===== src/rtl/decode_pkg.sv =====
// decode_pkg: shared types and encodings for the decode stage.
//   ctrl_t     : packed control word from control_unit_top (CTRL_W bits).
//   TIPO_*/OP_*: instruction class / operation field encodings.
// Bit layout of ctrl_t (MSB first):
//   [12] reg_write [11] alu_src [10] mem_write [9] result_src [8] branch
//   [7:5] alu_ctrl [4:3] rgb [2] jump [1] pc_dir [0] rsvd (spare, unused)
package decode_pkg;

    localparam int CTRL_W = 13;

    typedef struct packed {
        logic       reg_write;
        logic       alu_src;
        logic       mem_write;
        logic       result_src;
        logic       branch;
        logic [2:0] alu_ctrl;
        logic [1:0] rgb;
        logic       jump;
        logic       pc_dir;
        logic       rsvd;
    } ctrl_t;

    // tipo=01/op=00 is the memory register-register form that moves the
    // destination into [22:18] and the second source into [4:0].
    localparam logic [1:0] TIPO_MEM  = 2'b01;
    localparam logic [1:0] TIPO_JMP  = 2'b10;
    localparam logic [1:0] OP_MEM_RR = 2'b00;
    localparam logic [1:0] OP_JAL    = 2'b01;

endpackage


===== src/rtl/decode_regfile.sv =====
// decode_regfile: NREG x DATA_W register file, 2 async read, 2 sync write.
//   clk, rst          : clock, synchronous active-high clear of all entries
//   ra1_i/ra2_i       : read addresses; rd1_o/rd2_o read data (0 if out of range)
//   we0_i/wa0_i/wd0_i : write port 0 (writeback)
//   we1_i/wa1_i/wd1_i : write port 1 (link); wins over port 0 on same address
module decode_regfile #(
    parameter  int DATA_W = 18,
    parameter  int NREG   = 32,
    localparam int AW     = $clog2(NREG)
) (
    input  logic              clk,
    input  logic              rst,
    input  logic [AW-1:0]     ra1_i,
    input  logic [AW-1:0]     ra2_i,
    output logic [DATA_W-1:0] rd1_o,
    output logic [DATA_W-1:0] rd2_o,
    input  logic              we0_i,
    input  logic [AW-1:0]     wa0_i,
    input  logic [DATA_W-1:0] wd0_i,
    input  logic              we1_i,
    input  logic [AW-1:0]     wa1_i,
    input  logic [DATA_W-1:0] wd1_i
);

    logic [DATA_W-1:0] regs_q [NREG];

    always_ff @(posedge clk) begin
        if (rst) begin
            for (int i = 0; i < NREG; i++) regs_q[i] <= '0;
        end else begin
            if (we0_i && (32'(wa0_i) < NREG)) regs_q[wa0_i] <= wd0_i;
            // Port 1 is assigned last so it wins a same-address collision.
            if (we1_i && (32'(wa1_i) < NREG)) regs_q[wa1_i] <= wd1_i;
        end
    end

    always_comb begin
        rd1_o = '0;
        rd2_o = '0;
        if (32'(ra1_i) < NREG) rd1_o = regs_q[ra1_i];
        if (32'(ra2_i) < NREG) rd2_o = regs_q[ra2_i];
    end

endmodule


===== src/rtl/decode_stage_p.sv =====
// decode_stage_p: instruction decode, register read, link write and the
// decode->execute pipeline register, with load-use hazard detection.
//   clk, rst                        : clock, synchronous active-high reset
//   instr_d_i, valid_d_i, ctrl_d_i  : decode instruction, valid, control word
//   pc_d_i, pcplus4_d_i             : PC and PC+4 of the decode instruction
//   reg_write_w_i, rd_w_i, result_w_i : writeback port
//   stall_i, flush_i                : hold / bubble the E register
//   *_e_o, valid_e_o                : E register contents
//   hazard_stall_o                  : combinational load-use stall request
// Build option: DECODE_BYPASS_EN forwards same-cycle WB/link writes into rd1/rd2.
module decode_stage_p
    import decode_pkg::*;
#(
    parameter  int DATA_W   = 18,
    parameter  int PC_W     = 9,
    parameter  int NREG     = 32,
    parameter  int LINK_REG = 29,
    localparam int AW       = $clog2(NREG)
) (
    input  logic              clk,
    input  logic              rst,
    input  logic [32:0]       instr_d_i,
    input  logic              valid_d_i,
    input  logic [CTRL_W-1:0] ctrl_d_i,
    input  logic [PC_W-1:0]   pc_d_i,
    input  logic [PC_W-1:0]   pcplus4_d_i,
    input  logic              reg_write_w_i,
    input  logic [AW-1:0]     rd_w_i,
    input  logic [DATA_W-1:0] result_w_i,
    input  logic              stall_i,
    input  logic              flush_i,
    output logic [CTRL_W-1:0] ctrl_e_o,
    output logic [DATA_W-1:0] rd1_e_o,
    output logic [DATA_W-1:0] rd2_e_o,
    output logic [DATA_W-1:0] imm_e_o,
    output logic [AW-1:0]     rs1_e_o,
    output logic [AW-1:0]     rs2_e_o,
    output logic [AW-1:0]     rd_e_o,
    output logic [PC_W-1:0]   pc_e_o,
    output logic [PC_W-1:0]   pcplus4_e_o,
    output logic              valid_e_o,
    output logic              hazard_stall_o
);

    logic        imm_bit, is_mem_rr;
    logic [1:0]  tipo, op;
    logic [AW-1:0]     a1, a2, rd_d, link_wa;
    logic [DATA_W-1:0] imm_d, rf_rd1, rf_rd2, rd1_d, rd2_d, link_wd;
    logic        link_we;

    ctrl_t             ctrl_e_q;
    logic [DATA_W-1:0] rd1_e_q, rd2_e_q, imm_e_q;
    logic [AW-1:0]     rs1_e_q, rs2_e_q, rd_e_q;
    logic [PC_W-1:0]   pc_e_q, pcplus4_e_q;
    logic              valid_e_q;

    assign imm_bit   = instr_d_i[32];
    assign tipo      = instr_d_i[31:30];
    assign op        = instr_d_i[29:28];
    assign is_mem_rr = (tipo == TIPO_MEM) && (op == OP_MEM_RR);

    assign a1    = AW'(instr_d_i[27:23]);
    assign a2    = (!imm_bit && is_mem_rr) ? AW'(instr_d_i[4:0]) : AW'(instr_d_i[22:18]);
    assign rd_d  = (is_mem_rr || imm_bit) ? AW'(instr_d_i[22:18]) : AW'(instr_d_i[4:0]);
    // Size cast of a signed value sign-extends when widening, truncates when narrowing.
    assign imm_d = DATA_W'($signed(instr_d_i[17:0]));

    assign hazard_stall_o = valid_e_q & ctrl_e_q.reg_write & ctrl_e_q.result_src & valid_d_i
                          & ((rd_e_q == a1) | (rd_e_q == a2));

    // Link is only written when the jump actually advances into E.
    assign link_we = valid_d_i && (tipo == TIPO_JMP) && (op == OP_JAL)
                   && !hazard_stall_o && !stall_i && !flush_i;
    assign link_wa = AW'(LINK_REG);
    assign link_wd = DATA_W'(pc_d_i);

    decode_regfile #(
        .DATA_W (DATA_W),
        .NREG   (NREG)
    ) u_regfile (
        .clk   (clk),
        .rst   (rst),
        .ra1_i (a1),
        .ra2_i (a2),
        .rd1_o (rf_rd1),
        .rd2_o (rf_rd2),
        .we0_i (reg_write_w_i),
        .wa0_i (rd_w_i),
        .wd0_i (result_w_i),
        .we1_i (link_we),
        .wa1_i (link_wa),
        .wd1_i (link_wd)
    );

`ifdef DECODE_BYPASS_EN
    always_comb begin
        rd1_d = rf_rd1;
        rd2_d = rf_rd2;
        if (32'(a1) < NREG) begin
            if (link_we && (a1 == link_wa))             rd1_d = link_wd;
            else if (reg_write_w_i && (rd_w_i == a1))  rd1_d = result_w_i;
        end
        if (32'(a2) < NREG) begin
            if (link_we && (a2 == link_wa))             rd2_d = link_wd;
            else if (reg_write_w_i && (rd_w_i == a2))  rd2_d = result_w_i;
        end
    end
`else
    assign rd1_d = rf_rd1;
    assign rd2_d = rf_rd2;
`endif

    always_ff @(posedge clk) begin
        if (rst) begin
            ctrl_e_q    <= '0;
            rd1_e_q     <= '0;
            rd2_e_q     <= '0;
            imm_e_q     <= '0;
            rs1_e_q     <= '0;
            rs2_e_q     <= '0;
            rd_e_q      <= '0;
            pc_e_q      <= '0;
            pcplus4_e_q <= '0;
            valid_e_q   <= 1'b0;
        end else if (flush_i) begin
            valid_e_q <= 1'b0;
            ctrl_e_q  <= '0;
        end else if (stall_i) begin
            valid_e_q <= valid_e_q;
        end else if (hazard_stall_o) begin
            valid_e_q <= 1'b0;
            ctrl_e_q  <= '0;
        end else begin
            valid_e_q   <= valid_d_i;
            ctrl_e_q    <= valid_d_i ? ctrl_t'(ctrl_d_i) : '0;
            rd1_e_q     <= rd1_d;
            rd2_e_q     <= rd2_d;
            imm_e_q     <= imm_d;
            rs1_e_q     <= a1;
            rs2_e_q     <= a2;
            rd_e_q      <= rd_d;
            pc_e_q      <= pc_d_i;
            pcplus4_e_q <= pcplus4_d_i;
        end
    end

    assign ctrl_e_o    = ctrl_e_q;
    assign rd1_e_o     = rd1_e_q;
    assign rd2_e_o     = rd2_e_q;
    assign imm_e_o     = imm_e_q;
    assign rs1_e_o     = rs1_e_q;
    assign rs2_e_o     = rs2_e_q;
    assign rd_e_o      = rd_e_q;
    assign pc_e_o      = pc_e_q;
    assign pcplus4_e_o = pcplus4_e_q;
    assign valid_e_o   = valid_e_q;

endmodule


===== config.mk =====
export PLATFORM = sky130hd
export DESIGN_NAME = decode_stage_p
export DESIGN_NICKNAME = d
export VERILOG_FILES = /design/src/rtl/decode_pkg.sv /design/src/rtl/decode_regfile.sv /design/src/rtl/decode_stage_p.sv
export SDC_FILE = /design/constraint.sdc
export NUM_CORES = 1
export LEC_CHECK = 0
export CAP_MARGIN = 20
export CORE_ASPECT_RATIO = 1.75
export CORE_MARGIN = 5
export CORE_UTILIZATION = 30
export CTS_BUF_LIST = sky130_fd_sc_hd__clkbuf_4
export DETAILED_ROUTE_END_ITERATION = 12
export GPL_TIMING_DRIVEN = 0
export HOLD_SLACK_MARGIN = 0.03
export PLACE_DENSITY = 0.55
export SETUP_SLACK_MARGIN = 0.5
export SLEW_MARGIN = 20
export SYNTH_ARGS = -nofsm -noshare
export SYNTH_HDL_FRONTEND = slang
export SYNTH_SLANG_ARGS = --single-unit

===== constraint.sdc =====
create_clock -name clk -period 8.6 [get_ports clk]
set_input_delay 2.58 -clock clk [delete_from_list [all_inputs] [get_ports clk]]
set_output_delay 2.58 -clock clk [all_outputs]
set_load 0.01 [all_outputs]

==> results.json <==
{
  "clock.fmax_mhz": 126,
  "hold_depth": 2,
  "grt.overflow.total": 0,
  "setup_viol": 0,
  "grt_antenna_before_repair": 24,
  "rrSetupSlack_ps": 5390,
  "rr_startpoint": "rd_e_o[3]$_SDFFE_PP0P_",
  "reg2reg_to": "u_regfile.regs_q[29][12]$_SDFFCE_PN0P_",
  "wl_per_cell_um": 35.9,
  "switchingPower_w": 0.00242,
  "ios": 195,
  "clkPwrFrac_pct": 34.9,
  "grt_setup_unrepaired": "false",
  "path_class": "in2out",
  "num_vias": 27700,
  "synthTopCellsByArea": "edfxtp_1 50%, mux4_2 12%, and2_1 10%, dfxtp_1 5.9%, clkbuf_1 2.0%",
  "drv_cap": 0,
  "core-area_um2": 114000,
  "cts_resized": 0,
  "ys.flop_type": "edfxtp_1",
  "netlist.top_cell.by_area": "edfxtp_1",
  "grtUsageMet3_pct": 7.12,
  "timing.slew.headroom_pct": 11.1,
  "first_iter_violations": 3838,
  "use_met1_pct": 28.0,
  "clock_tree.htree_level_count": 4,
  "hold_viol": 0,
  "min_from": "pcplus4_e_o[4]$_SDFFE_PP0P_",
  "via_per_inst": 5.85,
  "use_met2_pct": 44.4,
  "cts_num_sinks": 677,
  "grt_pass1_vias": 27000,
  "seq_power_share_pct": 48.8,
  "whs_endpoint": "pcplus4_e_o[4]$_SDFFE_PP0P_",
  "final_max_slew_viol_count": 0,
  "clock_latency_ps": 1080,
  "finalWorstPathRequiredPeriod_ps": 7940,
  "hold_path_class": "reg2reg",
  "violations": "design-rule violations",
  "syn_area_um2": 34500,
  "max-vdd-ir-drop_mv": 0.129,
  "start_util_pct": 30.2,
  "tns_ps": 0,
  "routed_wl_um": 170000,
  "cp.required_ps": 6020,
  "synth_edf_count": 576,
  "antenna_left": 0,
  "internal_power_w": 0.00558,
  "drt_pre_antenna_iters": 11,
  "worst_pin_slew_ps": 1320,
  "synth.top_cells.by_count": "576 x edfxtp_1, 572 x and2_1, 187 x clkbuf_1",
  "root_buffer": "clkbuf_4",
  "fp-row-count": 164,
  "yosysMostFrequentCell": "edfxtp_1",
  "p_comb_share_pct": 16.3,
  "power_density_nw_per_um2": 197,
  "async_reset_ff_share_pct": 0,
  "grt_busiest_layer": "met2",
  "worstSetupStartpointType": "primary input",
  "design_area_um2": 40600,
  "portBuffers": 189,
  "tritoncts": "built",
  "area_growth_pct": 17.6,
  "p_leak_nw": 13.9,
  "die_y_um": 459,
  "crit_fanout": 10,
  "worstSetupStartpoint": "instr_d_i[31]",
  "status": "finished, violations left",
  "cts_buffers": 159,
  "end_kind": "output port",
  "dieArea_um2": 122000,
  "synth_nets": 2837,
  "drive_gt1_share_pct": 17.9,
  "yosys_warnings": 0,
  "rr_worst_depth": 7,
  "holdBufCountCts": 0,
  "finClkSkew_ps": 64.6,
  "crit_arrival_ps": 5360,
  "hpwlAfterDp_um": 125000,
  "synth_cell_types": 57,
  "synthCells": 2744,
  "fin_crit_sh_pct": 92.3,
  "grt_max_degree": 19,
  "place_congestion": 1.04,
  "syn_area_per_cell_um2": 12.6,
  "seq_area_frac_synth_pct": 56.0,
  "remaining_drc_errors": 2,
  "synth_top_area_share_pct": 50.1,
  "die_x_um": 266,
  "clkTransAtPathRegs_ps": 60,
  "grt_pass1_wl_um": 227000,
  "clk_path_buf_depth": 3,
  "fin_nets": 3196,
  "ys_ff_latch": 677,
  "switching_share_pct": 30.3,
  "placedInstanceArea_um2": 38400,
  "grt.total_usage_pct": 27.0,
  "cts_setup_buffers": 0
}
## power groups by stage
stage	combinational (W)	clock [W]	sequential, W
after floorplan	0.000584	0	0.00392
after global placement	0.00124	0	0.00396
after detailed placement	0.00125	0	0.00397
after CTS	0.00126	0.00280	0.00389
after global routing	0.00132	0.00295	0.00392
final	0.00131	0.00279	0.00390
## cells in the final DEF, fill, tap and decap left out, drive strengths merged, types with 3 or more instances in the layout
cell,n
a211oi,73
a21oi,40
a22oi,31
a311oi,28
a31oi,41
and2,573
and3,55
and4,3
buf,78
bufinv,3
clkbuf,428
clkdlybuf4s50,189
clkinv,46
dfxtp,101
diode,6
edfxtp,576
inv,4
mux2i,69
mux4,180
nand2,182
nand2b,12
nand3,43
nand3b,5
nor2,142
nor2b,18
nor4,19
o211ai,8
o21ai,49
o221ai,72
o22ai,111
or2,32
xor2,3
## worst max path at each step
stage | endpoint | slack [ps] | cells past startpoint
floorplan | hazard_stall_o | 1840 | 7
global placement | hazard_stall_o | 680 | 8
detailed placement | hazard_stall_o | 640 | 8
CTS | hazard_stall_o | 630 | 8
global route | hazard_stall_o | 510 | 8
finish | hazard_stall_o | 660 | 8
## layer usage
metal	share of wire (%)	vias to the layer above
li1	-	11200
met1	31	13800
met2	47	1989
met3	9.5	676
met4	12	20
met5	0.073	-
## registers in the layout, summed over array words and instances, names as in the netlist
name / count
rs2_e_o: 5
pcplus4_e_o: 9
rd2_e_o: 18
rs1_e_o: 5
rd1_e_o: 18
ctrl_e_o: 13
imm_e_o: 18
rd_e_o: 5
u_regfile.regs_q: 576
pc_e_o: 9
valid_e_o: 1
## kinds of logic (layout without fill, tap and decap cells)
logic type                after synthesis  after routing  synth area share (%)
muxes                                 249            249                  13.8
xor gates and xnor gates                5              5                 0.127
DFF                                   677            677                  56.0
AOI/OAI and AO/OA                     455            455                  9.43
buffers and inverters                 259            749                  3.10
other                                   0              6                     0
and+or+nand+nor                      1099           1099                  17.6
## critical path, cell delays in order
cell	delay, ps
clkdlybuf4s50_1	470
nor4b_4	650
nand3_1	210
and3_1	240
a2111oi_4	390
nand2_1	110
a21oi_1	150
clkdlybuf4s50_1	550
## metrics by stage
step / hold slack (ps) / power (W) / setup slack (ps) / instances / utilization (%)
finish: 494 / 0.00800 / 663 / 4734 / 35.5
global route: 523 / 0.00819 / 513 / 4729 / 35.5
CTS: 499 / 0.00795 / 630 / 4727 / 35.5
detailed placement: 482 / 0.00522 / 636 / 4435 / 33.6
global placement: 471 / 0.00520 / 675 / 4427 / 33.5
floorplan: 518 / 0.00451 / 1840 / 2744 / -
## area by class of cell
type                       count  area, um2
buffer                       257       1080
tap                         1494       1870
fill                       11400      73700
sequential                   677      19300
clock buffer                 240       1800
inverter                       2       7.51
timing repair buffer         198       2010
antenna                        6       15.0
multi-input combinational   1808      14200
clock inverter                52        285
(Power assumes the default switching activity.)
